### src/rtl/chunk_ray_walker_if.sv
// chunk_ray_walker_if: block-lookup port between the ray walker (master) and chunk (slave).
interface chunk_ray_walker_if #(
  parameter int CW = 8,
  parameter int BW = 8
);
  logic [2:0][CW-1:0] chunk_addr_out;
  logic               chunk_read_enable_out;
  logic [BW-1:0]      chunk_block_in;
  logic               chunk_valid_in;
  modport master (output chunk_addr_out, chunk_read_enable_out, input chunk_block_in, chunk_valid_in);
  modport slave (input chunk_addr_out, chunk_read_enable_out, output chunk_block_in, chunk_valid_in);
endinterface

### src/rtl/chunk_ray_walker.sv
// chunk_ray_walker: 3D-DDA voxel walker issuing one chunk lookup per voxel until hit, boundary or step budget.
module chunk_ray_walker #(
  parameter int MAX_STEPS = 128,
  parameter int T_WIDTH = 24,
  parameter int CW = 8,
  parameter int BW = 8,
  parameter int CHUNK_WIDTH = 8,
  parameter logic [BW-1:0] BLOCK_AIR = '0,
  localparam int SW = $clog2(MAX_STEPS + 1)
) (
  input  logic                      clk_in,
  input  logic                      rst_in,
  input  logic                      start_in,
  input  logic [2:0][CW-1:0]        origin_in,
  input  logic [2:0]                dir_neg_in,
  input  logic [2:0][T_WIDTH-1:0]   t_max_in,
  input  logic [2:0][T_WIDTH-1:0]   t_delta_in,
  output logic                      busy_out,
  output logic                      done_out,
  output logic                      hit_out,
  output logic [2:0][CW-1:0]        hit_pos_out,
  output logic [BW-1:0]             hit_block_out,
  output logic [1:0]                hit_face_out,
  output logic [SW-1:0]             steps_out,
  chunk_ray_walker_if.master        chunk
);
  typedef enum logic [1:0] {IDLE, FETCH, STEP, DONE} state_t;
  localparam logic signed [CW-1:0] LO = CW'(-CHUNK_WIDTH);
  localparam logic signed [CW-1:0] HI = CW'(CHUNK_WIDTH - 1);
  state_t                    r_state;
  logic [2:0][CW-1:0]        r_pos;
  logic [2:0]                r_dir;
  logic [2:0][T_WIDTH-1:0]   r_tmax;
  logic [2:0][T_WIDTH-1:0]   r_tdelta;
  logic [SW-1:0]             r_steps;
  logic [1:0]                r_face;
  logic [1:0]                w_axis;
  logic [2:0][CW-1:0]        w_npos;
  logic [T_WIDTH:0]          w_tsum;
  logic [T_WIDTH-1:0]        w_tnew;
  logic                      w_oob;
  logic [SW-1:0]             w_steps1;
  logic                      w_solid;
  // Ties resolve x over y over z through the <= ordering.
  always_comb begin
    w_axis = (r_tmax[0] <= r_tmax[1] && r_tmax[0] <= r_tmax[2]) ? 2'd0 : (r_tmax[1] <= r_tmax[2]) ? 2'd1 : 2'd2;
    w_npos = r_pos;
    w_npos[w_axis] = r_dir[w_axis] ? r_pos[w_axis] - CW'(1) : r_pos[w_axis] + CW'(1);
    w_tsum = {1'b0, r_tmax[w_axis]} + {1'b0, r_tdelta[w_axis]};
    w_tnew = w_tsum[T_WIDTH] ? '1 : w_tsum[T_WIDTH-1:0];
    w_oob = 1'b0;
    for (int k = 0; k < 3; k++) w_oob = w_oob | ($signed(w_npos[k]) < LO) | ($signed(w_npos[k]) > HI);
    w_steps1 = r_steps + SW'(1);
    w_solid = chunk.chunk_block_in != BLOCK_AIR;
  end
  always_ff @(posedge clk_in) begin
    if (!rst_in) begin
      r_state <= IDLE;
      r_pos <= '0;
      r_dir <= '0;
      r_tmax <= '0;
      r_tdelta <= '0;
      r_steps <= '0;
      r_face <= '0;
      busy_out <= 1'b0;
      done_out <= 1'b0;
      hit_out <= 1'b0;
      hit_pos_out <= '0;
      hit_block_out <= '0;
      hit_face_out <= '0;
      steps_out <= '0;
      chunk.chunk_addr_out <= '0;
      chunk.chunk_read_enable_out <= 1'b0;
    end else begin
      done_out <= 1'b0;
      case (r_state)
        IDLE: if (start_in) begin
          r_state <= FETCH;
          r_pos <= origin_in;
          r_dir <= dir_neg_in;
          r_tmax <= t_max_in;
          r_tdelta <= t_delta_in;
          r_steps <= '0;
          r_face <= '0;
          busy_out <= 1'b1;
          hit_out <= 1'b0;
          hit_pos_out <= '0;
          hit_block_out <= '0;
          hit_face_out <= '0;
          steps_out <= '0;
          chunk.chunk_addr_out <= origin_in;
          chunk.chunk_read_enable_out <= 1'b1;
        end
        FETCH: if (chunk.chunk_valid_in) begin
          r_steps <= w_steps1;
          chunk.chunk_read_enable_out <= 1'b0;
          if (w_solid || w_steps1 == SW'(MAX_STEPS)) begin
            r_state <= DONE;
            busy_out <= 1'b0;
            done_out <= 1'b1;
            hit_out <= w_solid;
            hit_pos_out <= r_pos;
            hit_block_out <= chunk.chunk_block_in;
            hit_face_out <= r_face;
            steps_out <= w_steps1;
          end else r_state <= STEP;
        end
        STEP: begin
          r_pos <= w_npos;
          r_tmax[w_axis] <= w_tnew;
          r_face <= w_axis + 2'd1;
          if (w_oob) begin
            r_state <= DONE;
            busy_out <= 1'b0;
            done_out <= 1'b1;
            hit_out <= 1'b0;
            hit_pos_out <= w_npos;
            hit_block_out <= BLOCK_AIR;
            hit_face_out <= w_axis + 2'd1;
            steps_out <= r_steps;
          end else begin
            r_state <= FETCH;
            chunk.chunk_addr_out <= w_npos;
            chunk.chunk_read_enable_out <= 1'b1;
          end
        end
        default: r_state <= IDLE;
      endcase
    end
  end
endmodule

### src/flat_wrapper.sv
// flat-port wrapper written by rule: the top's interface ports become plain ports
module chunk_ray_walker_flat 
#(
  parameter int MAX_STEPS = 128,
  parameter int T_WIDTH = 24,
  parameter int CW = 8,
  parameter int BW = 8,
  parameter int CHUNK_WIDTH = 8,
  parameter logic [BW-1:0] BLOCK_AIR = '0,
  localparam int SW = $clog2(MAX_STEPS + 1)
)
  (clk_in, rst_in, start_in, origin_in, dir_neg_in, t_max_in, t_delta_in, busy_out, done_out, hit_out, hit_pos_out, hit_block_out, hit_face_out, steps_out, chunk_chunk_addr_out, chunk_chunk_read_enable_out, chunk_chunk_block_in, chunk_chunk_valid_in);
  chunk_ray_walker_if #(.CW(CW), .BW(BW)) chunk_i ();
  input  logic clk_in;
  input  logic rst_in;
  input  logic start_in;
  input  logic [2:0][CW-1:0] origin_in;
  input  logic [2:0] dir_neg_in;
  input  logic [2:0][T_WIDTH-1:0] t_max_in;
  input  logic [2:0][T_WIDTH-1:0] t_delta_in;
  output logic busy_out;
  output logic done_out;
  output logic hit_out;
  output logic [2:0][CW-1:0] hit_pos_out;
  output logic [BW-1:0] hit_block_out;
  output logic [1:0] hit_face_out;
  output logic [SW-1:0] steps_out;
  output wire logic [$bits(chunk_i.chunk_addr_out)-1:0] chunk_chunk_addr_out;
  output wire logic [$bits(chunk_i.chunk_read_enable_out)-1:0] chunk_chunk_read_enable_out;
  input wire logic [$bits(chunk_i.chunk_block_in)-1:0] chunk_chunk_block_in;
  input wire logic [$bits(chunk_i.chunk_valid_in)-1:0] chunk_chunk_valid_in;
  assign chunk_chunk_addr_out = chunk_i.chunk_addr_out;
  assign chunk_chunk_read_enable_out = chunk_i.chunk_read_enable_out;
  assign chunk_i.chunk_block_in = chunk_chunk_block_in;
  assign chunk_i.chunk_valid_in = chunk_chunk_valid_in;
  chunk_ray_walker #(.MAX_STEPS(MAX_STEPS), .T_WIDTH(T_WIDTH), .CW(CW), .BW(BW), .CHUNK_WIDTH(CHUNK_WIDTH), .BLOCK_AIR(BLOCK_AIR)) u_core (.clk_in(clk_in), .rst_in(rst_in), .start_in(start_in), .origin_in(origin_in), .dir_neg_in(dir_neg_in), .t_max_in(t_max_in), .t_delta_in(t_delta_in), .busy_out(busy_out), .done_out(done_out), .hit_out(hit_out), .hit_pos_out(hit_pos_out), .hit_block_out(hit_block_out), .hit_face_out(hit_face_out), .steps_out(steps_out), .chunk(chunk_i));
endmodule
### config.mk
export PLATFORM = sky130hd
export DESIGN_NAME = chunk_ray_walker_flat
export DESIGN_NICKNAME = d
export VERILOG_FILES = /design/src/rtl/chunk_ray_walker_if.sv /design/src/rtl/chunk_ray_walker.sv /design/src/flat_wrapper.sv
export SDC_FILE = /design/constraint.sdc
export NUM_CORES = 1
export LEC_CHECK = 0
export ABC_AREA = 1
export CAP_MARGIN = 25
export CORE_MARGIN = 10
export CORE_UTILIZATION = 25
export DETAILED_ROUTE_END_ITERATION = 6
export PLACE_DENSITY_LB_ADDON = 0.2
export SKIP_LAST_GASP = 1
export SYNTH_ARGS = -nofsm -noshare
export SYNTH_HDL_FRONTEND = slang
export SYNTH_SLANG_ARGS = --single-unit
### constraint.sdc
create_clock -name clk_in -period 4.9 [get_ports clk_in]
set_clock_uncertainty 0.15 [all_clocks]
set_input_delay 0.49 -clock clk_in [delete_from_list [all_inputs] [get_ports clk_in]]
set_output_delay 0.49 -clock clk_in [all_outputs]
set_load 0.005 [all_outputs]
Word-level counts from Yosys, hierarchy flattened
Index checks and enable logic that the tools add are counted.
- bits in registers: 253
- latch bits: 0
- RAM bits: 0
- ROM bits: 0
- input port bits: 183
- output and inout port bits: 70
- logic and storage cells: 137
- memories kept: 0
- $add $sub $neg: 5
- multiply operators: 0
- divide/modulo/power cells: 0
- $lt $le $gt $ge: 11
- eq/ne operators: 8
- shift operators: 0
- muxes and demuxes: 67
- bitwise operators: 5
- reductions and logical operators: 15
- operators by type and width (kind ; number):
    24-bit 2-to-1 mux ; 10
    72-bit one-hot mux with 2 select lines ; 1
    24-bit binary-select mux with 2-bit select ; 2
    24-bit one-hot mux with 2 select lines ; 2
    8-bit 2-to-1 mux ; 11
    72-bit bitwise mux ; 1
    24-bit less-or-equal comparator ; 3
    72-bit 2-to-1 mux ; 1
    24-bit one-hot mux with 3 select lines ; 1
    24-bit demux with 2-bit select ; 1
    8-bit one-hot mux with 3 select lines ; 2
    24-bit by 24-bit adder with 25-bit output ; 1
    24-bit bitwise mux ; 1
    8-bit by 4-bit greater-than comparator with 1-bit output, second input constant ; 3
    8-bit by 4-bit less-than comparator with 1-bit output, second input constant ; 3
    2-bit 2-to-1 mux ; 9
    8-bit by 1-bit adder with 8-bit output, second input constant ; 2
    8-bit binary-select mux with 2-bit select ; 1
    8-bit demux with 2-bit select ; 1
    8-bit one-hot mux with 2 select lines ; 1
    1-bit 2-to-1 mux ; 14
    2-bit one-hot mux with 3 select lines ; 2
    1-bit one-hot mux with 3 select lines ; 3
    8-bit equality test, second input constant ; 1
    22 further kinds ; 34

Depth between registers and ports, before layout
- word-level depth: 16
- gate-level depth with buffers: 45
- mapped depth without buffers: 40

Worst setup path after synthesis
Ideal clock, no wire load.
- path type: register to register
- start: register u_core.r_tmax[63] in the netlist's numbering
- end: register u_core.r_tmax[66] in the netlist's numbering
- library setup time: 0.134 ns
- arrival: 4.687 ns
- required time: 4.616 ns
- path slack: -0.071 ns
- cell stages (with the launch flop): 32
- period minus slack after synthesis: 4.971 ns
- path through: dfxtp_1 inv_1 ha_1 nand2_1 nor2_1 nand4_1 nor2_1 nand3_1 nand2_1 nand2_4 buf_4 nand2_1 clkbuf_1 buf_1 o22ai_1 a21oi_1 ha_1 inv_1 fa_1 nor2_1 a21oi_1 o21ai_0 inv_1 nor3_1 nor2_1 o21ai_0 a21oi_1 o21ai_0 xor2_1 or2_2 nand2_1 a31oi_1
- word-level cells in the longest chain between the ends: 9
- elaborated cells on any way between the ends: 18
- classes of those cells: 1 x add/sub; 4 x order compare; 11 x mux; 2 x reduce/logical
- ends and longest elaborated chain (what ; line ; text):
    start: declaration ; chunk_ray_walker.sv:33 ; logic [2:0][T_WIDTH-1:0] r_tmax;
    start signal: assignment ; chunk_ray_walker.sv:81 ; r_tmax <= t_max_in;
    start signal: indexed assignment ; chunk_ray_walker.sv:110 ; r_tmax[w_axis] <= w_tnew;
    24-bit less-or-equal comparator ; chunk_ray_walker.sv:46 ; w_axis = (r_tmax[0] <= r_tmax[1] && r_tmax[0] <= r_tmax[2]) ? 2'd0 : (r_tmax[1] <= r_tmax[2]) ? 2'd1 : 2'd2;
    2-bit 2-to-1 mux / 1-bit logical AND (equally long branches) ; chunk_ray_walker.sv:46 ;
    2-bit 2-to-1 mux ; chunk_ray_walker.sv:46 ;
    24-bit binary-select mux with 2-bit select (tied with other cells) ; chunk_ray_walker.sv:49 ; w_tsum = {1'b0, r_tmax[w_axis]} + {1'b0, r_tdelta[w_axis]};
    24-bit 2-to-1 mux (not written as such) / 1-bit logical AND (equally long branches) ; chunk_ray_walker.sv:49, chunk_ray_walker.sv:110 ;
    24-bit by 24-bit adder with 25-bit output / 24-bit 2-to-1 mux (equally long branches) ; chunk_ray_walker.sv:49, chunk_ray_walker.sv:110 ;
    24-bit 2-to-1 mux / 24-bit demux with 2-bit select (equally long branches) ; n/a ;
    72-bit bitwise mux * ; chunk_ray_walker.sv:110 ;
    72-bit one-hot mux with 2 select lines * ; chunk_ray_walker.sv:76 ; case (r_state)
Mark *: on every way between the ends. The rest lies on a longest branch, timed or not. The select of a mux whose other input is x is not followed.
A chain may end at the register's enable or synchronous reset.

Worst setup path in the final report
- start: register u_core.r_tmax[68] in the netlist's numbering
- end: register u_core.r_tmax[15] in the netlist's numbering
The elaborated chain is that of the path after synthesis.

==> flow_summary.rst <==
.. list-table::
   :header-rows: 1

   * - Metric
     - Value
   * - Type of element capturing the critical path
     - flop
   * - Router iterations before antenna repair
     - 5
   * - Pins Over Slew Limit
     - 0
   * - Aggregate global-route resource usage
     - 17.33%
   * - Largest area contributor in the synthesized netlist
     - sky130_fd_sc_hd__dfxtp_1
   * - Worst slew pin tran
     - 956.6 ps
   * - Outcome
     - completed
   * - Number of violations of the max-capacitance limit
     - 0
   * - DP Wirelength
     - 48.45 mm
   * - Placement Cell Area
     - 0.01949 mm^2
   * - Die Wd
     - 266.3 um
   * - Number of cells produced by synthesis
     - 2285
   * - Final Wtd Congestion
     - 0.8900
   * - Data arrival time of the critical path
     - 5120 ps
   * - Worst slack at placement
     - -348.9 ps
   * - FFs w/ async S/R, synth
     - 0%
   * - Slowest stage cell on the critical path
     - sky130_fd_sc_hd__dfxtp_2
   * - Fraction of synthesized cell area taken by the top area cell type
     - 33.40%
   * - Global route overflow
     - 0
   * - Final WL
     - 65.21 mm
   * - Layout net count
     - 2938
   * - Count of warnings emitted by yosys
     - 0
   * - Hold-fix buffers, CTS
     - 0
   * - Area growth from synthesis to layout
     - 44.78%
   * - Cell area after synthesis
     - 0.01517 mm^2
   * - Cells taking the most area after synthesis
     - sky130_fd_sc_hd__dfxtp_1 33%, sky130_fd_sc_hd__nand2_1 13%, sky130_fd_sc_hd__ha_1 8.8%
   * - Total CTS buffers
     - 31
   * - CTS tree
     - built
   * - Largest stage delay on the critical path
     - 320 ps
   * - Post-synthesis net count
     - 2577
   * - Worst path setup slack after routing
     - 83.39 ps
   * - Number of flops mapped to enable cells by yosys
     - 0
   * - Post-detailed-route DRC marker count
     - 0
   * - Final Hold Fails
     - 0
   * - Commonest register cell after synthesis
     - sky130_fd_sc_hd__dfxtp_1
   * - Row count
     - 90
   * - Largest net degree at the start of global routing
     - 154
   * - CTS H-tree lvls
     - 1
   * - Flip-flop and latch count after synthesis
     - 253
   * - Element type at the critical path start
     - flop
   * - Initial cell density of the core
     - 25.17%
   * - Clock latency at the later pin of the worst-skew pair
     - 590 ps
   * - Kind of critical path
     - reg -> reg
   * - I/O pin cnt
     - 253
   * - Critical Path RT
     - 5200 ps
   * - Chip height
     - 266.3 um
   * - Count of endpoints failing setup in the final report
     - 0
   * - Setup repair after global routing missed its margin
     - yes
   * - Number of antenna violations at the first check in global routing
     - 1
   * - Maximum clock frequency
     - 0.2076 GHz
   * - Post-layout instance area
     - 0.02196 mm^2
   * - Core outline area
     - 0.06025 mm^2
   * - CP dominant cell by count
     - sky130_fd_sc_hd__nand2_2
   * - Layout cells sized above 1
     - 19.19%
   * - CTS clock-pin slew for the worst setup and hold paths
     - 60 ps
   * - Class of the tightest hold or removal check
     - in -> reg
   * - Clock root buffer
     - sky130_fd_sc_hd__clkbuf_16
   * - Overall die area
     - 0.07092 mm^2
   * - Max Root-Sink Buffers
     - 3
   * - Initial DRC Count
     - 1072
   * - Vias
     - 16530
   * - Syn avg cell area
     - 6.637 um^2
   * - Routed wire length per instance
     - 18.90 um
   * - Top fanout value on the critical path
     - 4
   * - Tcrit/Tclk final
     - 98.30%
   * - I/O Buffers
     - 252
   * - Vias in the first global route
     - 16300
   * - Number of sinks on the clock net
     - 253
   * - Post-route minimum period
     - 4817 ps
   * - Routed Antenna Nets
     - 0
   * - Headroom to the max-slew limit
     - 36.23%
   * - Global-route wire length before repair
     - 96.34 mm
   * - Sequential cell area fraction in the yosys report
     - 33.40%
   * - Number of distinct library cells after synthesis
     - 47
   * - DR vias/cell
     - 4.791
registers in the layout, indices dropped and copies added, names as in the netlist, 8 cells and up:
name,cells
u_core.r_tdelta,72
u_core.r_tmax,72
u_core.chunk.chunk_addr_out,24
u_core.hit_pos_out,24
u_core.r_pos,24
u_core.hit_block_out,8
u_core.r_steps,8
u_core.steps_out,8
final timing paths:
check	start	endpoint	cells past startpoint	slack (ps)
max	u_core.r_tmax[68]	u_core.r_tmax[15]	34	80
min	rst_in	u_core.steps_out[4]	3	260
max reg2reg	u_core.r_tmax[68]	u_core.r_tmax[15]	34	80
min reg2reg	u_core.hit_block_out[5]	u_core.hit_block_out[5]	2	310
through the flow:
step / utilization [%] / hold WS [ps] / instances / TNS [ps]
after floorplan: - / 279.7 / 2285 / 0
after global placement: 32.36 / 300.6 / 3361 / -4840
after detailed placement: 32.36 / 303.2 / 3361 / -20540
after CTS: 34.17 / 245.5 / 3420 / -172.4
after global routing: 36.44 / 302.6 / 3450 / -15360
final: 36.45 / 262.9 / 3451 / 0
worst max-delay path, delay by kind of cell (launching register included):
kind / cells / cell delay, ps
simple gates: 15 / 1630
compound gates: 8 / 960
buf+inv: 8 / 910
fa+ha+maj: 2 / 520
flops: 1 / 320
xor+xnor: 1 / 160
routing by layer:
metal  up-vias  wire, um  global-route usage (%)
li1       8321         -                       -
met1      7688     28750                   21.88
met2       438     31310                   29.68
met3        87      3330                   2.823
met4         0      1821                   5.219
met5         -         0                       0
synthesized netlist by cell type (4+ instances only):
cell	count
sky130_fd_sc_hd__nand2_1	515
sky130_fd_sc_hd__nor2_1	285
sky130_fd_sc_hd__dfxtp_1	253
sky130_fd_sc_hd__inv_1	231
sky130_fd_sc_hd__o21ai_0	217
sky130_fd_sc_hd__a21oi_1	207
sky130_fd_sc_hd__ha_1	107
sky130_fd_sc_hd__clkbuf_1	100
sky130_fd_sc_hd__nand3_1	60
sky130_fd_sc_hd__a31oi_1	53
sky130_fd_sc_hd__o22ai_1	53
sky130_fd_sc_hd__nand4_1	40
sky130_fd_sc_hd__a22oi_1	17
sky130_fd_sc_hd__o21ai_1	17
sky130_fd_sc_hd__a21o_1	13
sky130_fd_sc_hd__xor2_1	13
sky130_fd_sc_hd__buf_1	11
sky130_fd_sc_hd__buf_2	11
sky130_fd_sc_hd__or2_2	9
sky130_fd_sc_hd__o211ai_1	7
sky130_fd_sc_hd__nor3_1	5
sky130_fd_sc_hd__inv_2	4
sky130_fd_sc_hd__nand3_2	4
sky130_fd_sc_hd__nor2_2	4
sky130_fd_sc_hd__o21bai_1	4
sky130_fd_sc_hd__xnor2_1	4
placed cells by master, fill, tap and decap left out, types with 4 or more instances in the layout:
cell                              count
sky130_fd_sc_hd__nand2_1            464
sky130_fd_sc_hd__nor2_1             256
sky130_fd_sc_hd__clkdlybuf4s50_1    251
sky130_fd_sc_hd__dfxtp_1            219
sky130_fd_sc_hd__inv_1              213
sky130_fd_sc_hd__o21ai_0            192
sky130_fd_sc_hd__a21oi_1            184
sky130_fd_sc_hd__buf_4              173
sky130_fd_sc_hd__ha_1                80
sky130_fd_sc_hd__nand3_1             53
sky130_fd_sc_hd__a31oi_1             53
sky130_fd_sc_hd__o22ai_1             48
sky130_fd_sc_hd__nand2_2             47
sky130_fd_sc_hd__nand4_1             40
sky130_fd_sc_hd__clkbuf_16           35
sky130_fd_sc_hd__dfxtp_2             28
sky130_fd_sc_hd__ha_4                27
sky130_fd_sc_hd__o21ai_1             24
sky130_fd_sc_hd__a21oi_2             22
sky130_fd_sc_hd__nor2_2              20
sky130_fd_sc_hd__inv_2               19
sky130_fd_sc_hd__o21ai_2             19
sky130_fd_sc_hd__buf_6               19
sky130_fd_sc_hd__nor2_4              16
sky130_fd_sc_hd__a22oi_1             16
sky130_fd_sc_hd__a21o_1              13
sky130_fd_sc_hd__xor2_1              11
sky130_fd_sc_hd__nand2_4              8
sky130_fd_sc_hd__clkbuf_1             8
sky130_fd_sc_hd__nand3_2              7
sky130_fd_sc_hd__clkinv_2             7
sky130_fd_sc_hd__o211ai_1             7
sky130_fd_sc_hd__buf_12               7
sky130_fd_sc_hd__clkbuf_8             6
sky130_fd_sc_hd__dfxtp_4              6
sky130_fd_sc_hd__or2_2                5
sky130_fd_sc_hd__nand3_4              4
sky130_fd_sc_hd__or2_4                4
sky130_fd_sc_hd__xnor2_1              4
layout make-up:
cell class | count | area [um^2]
fillers | 6329 | 38290
flip-flops and latches | 253 | 5122
clock buffers | 45 | 888.4
repair buffers | 457 | 4323
diodes | 1 | 2.502
multi-input cells | 1665 | 9673
well taps | 782 | 978.4
inverters | 238 | 907.1
clock inverters | 10 | 62.56
what timing repair did:
action | CTS | global route
cloned | 1 | 5
setup buffers | 3 | 28
endpoints found under the setup margin | 109 | 143
pin swaps | 11 | 74
resized for setup | 31 | 281
cell families (layout without fill, tap and decap cells):
family                     count (synthesis)  count (layout)  synth area share (%)
xor gates and xnor gates                  17              17                0.9817
and+or+nand+nor                          938             938                 25.35
other                                      0               1                     0
adders and majority gates                109             109                 9.092
AOI/OAI and AO/OA                        601             601                 21.68
buffers and inverters                    367             750                 9.496
DFF                                      253             253                 33.40
Power is not shown: default switching activity piles up to over one toggle a cycle in this logic, so the estimate is an artifact.
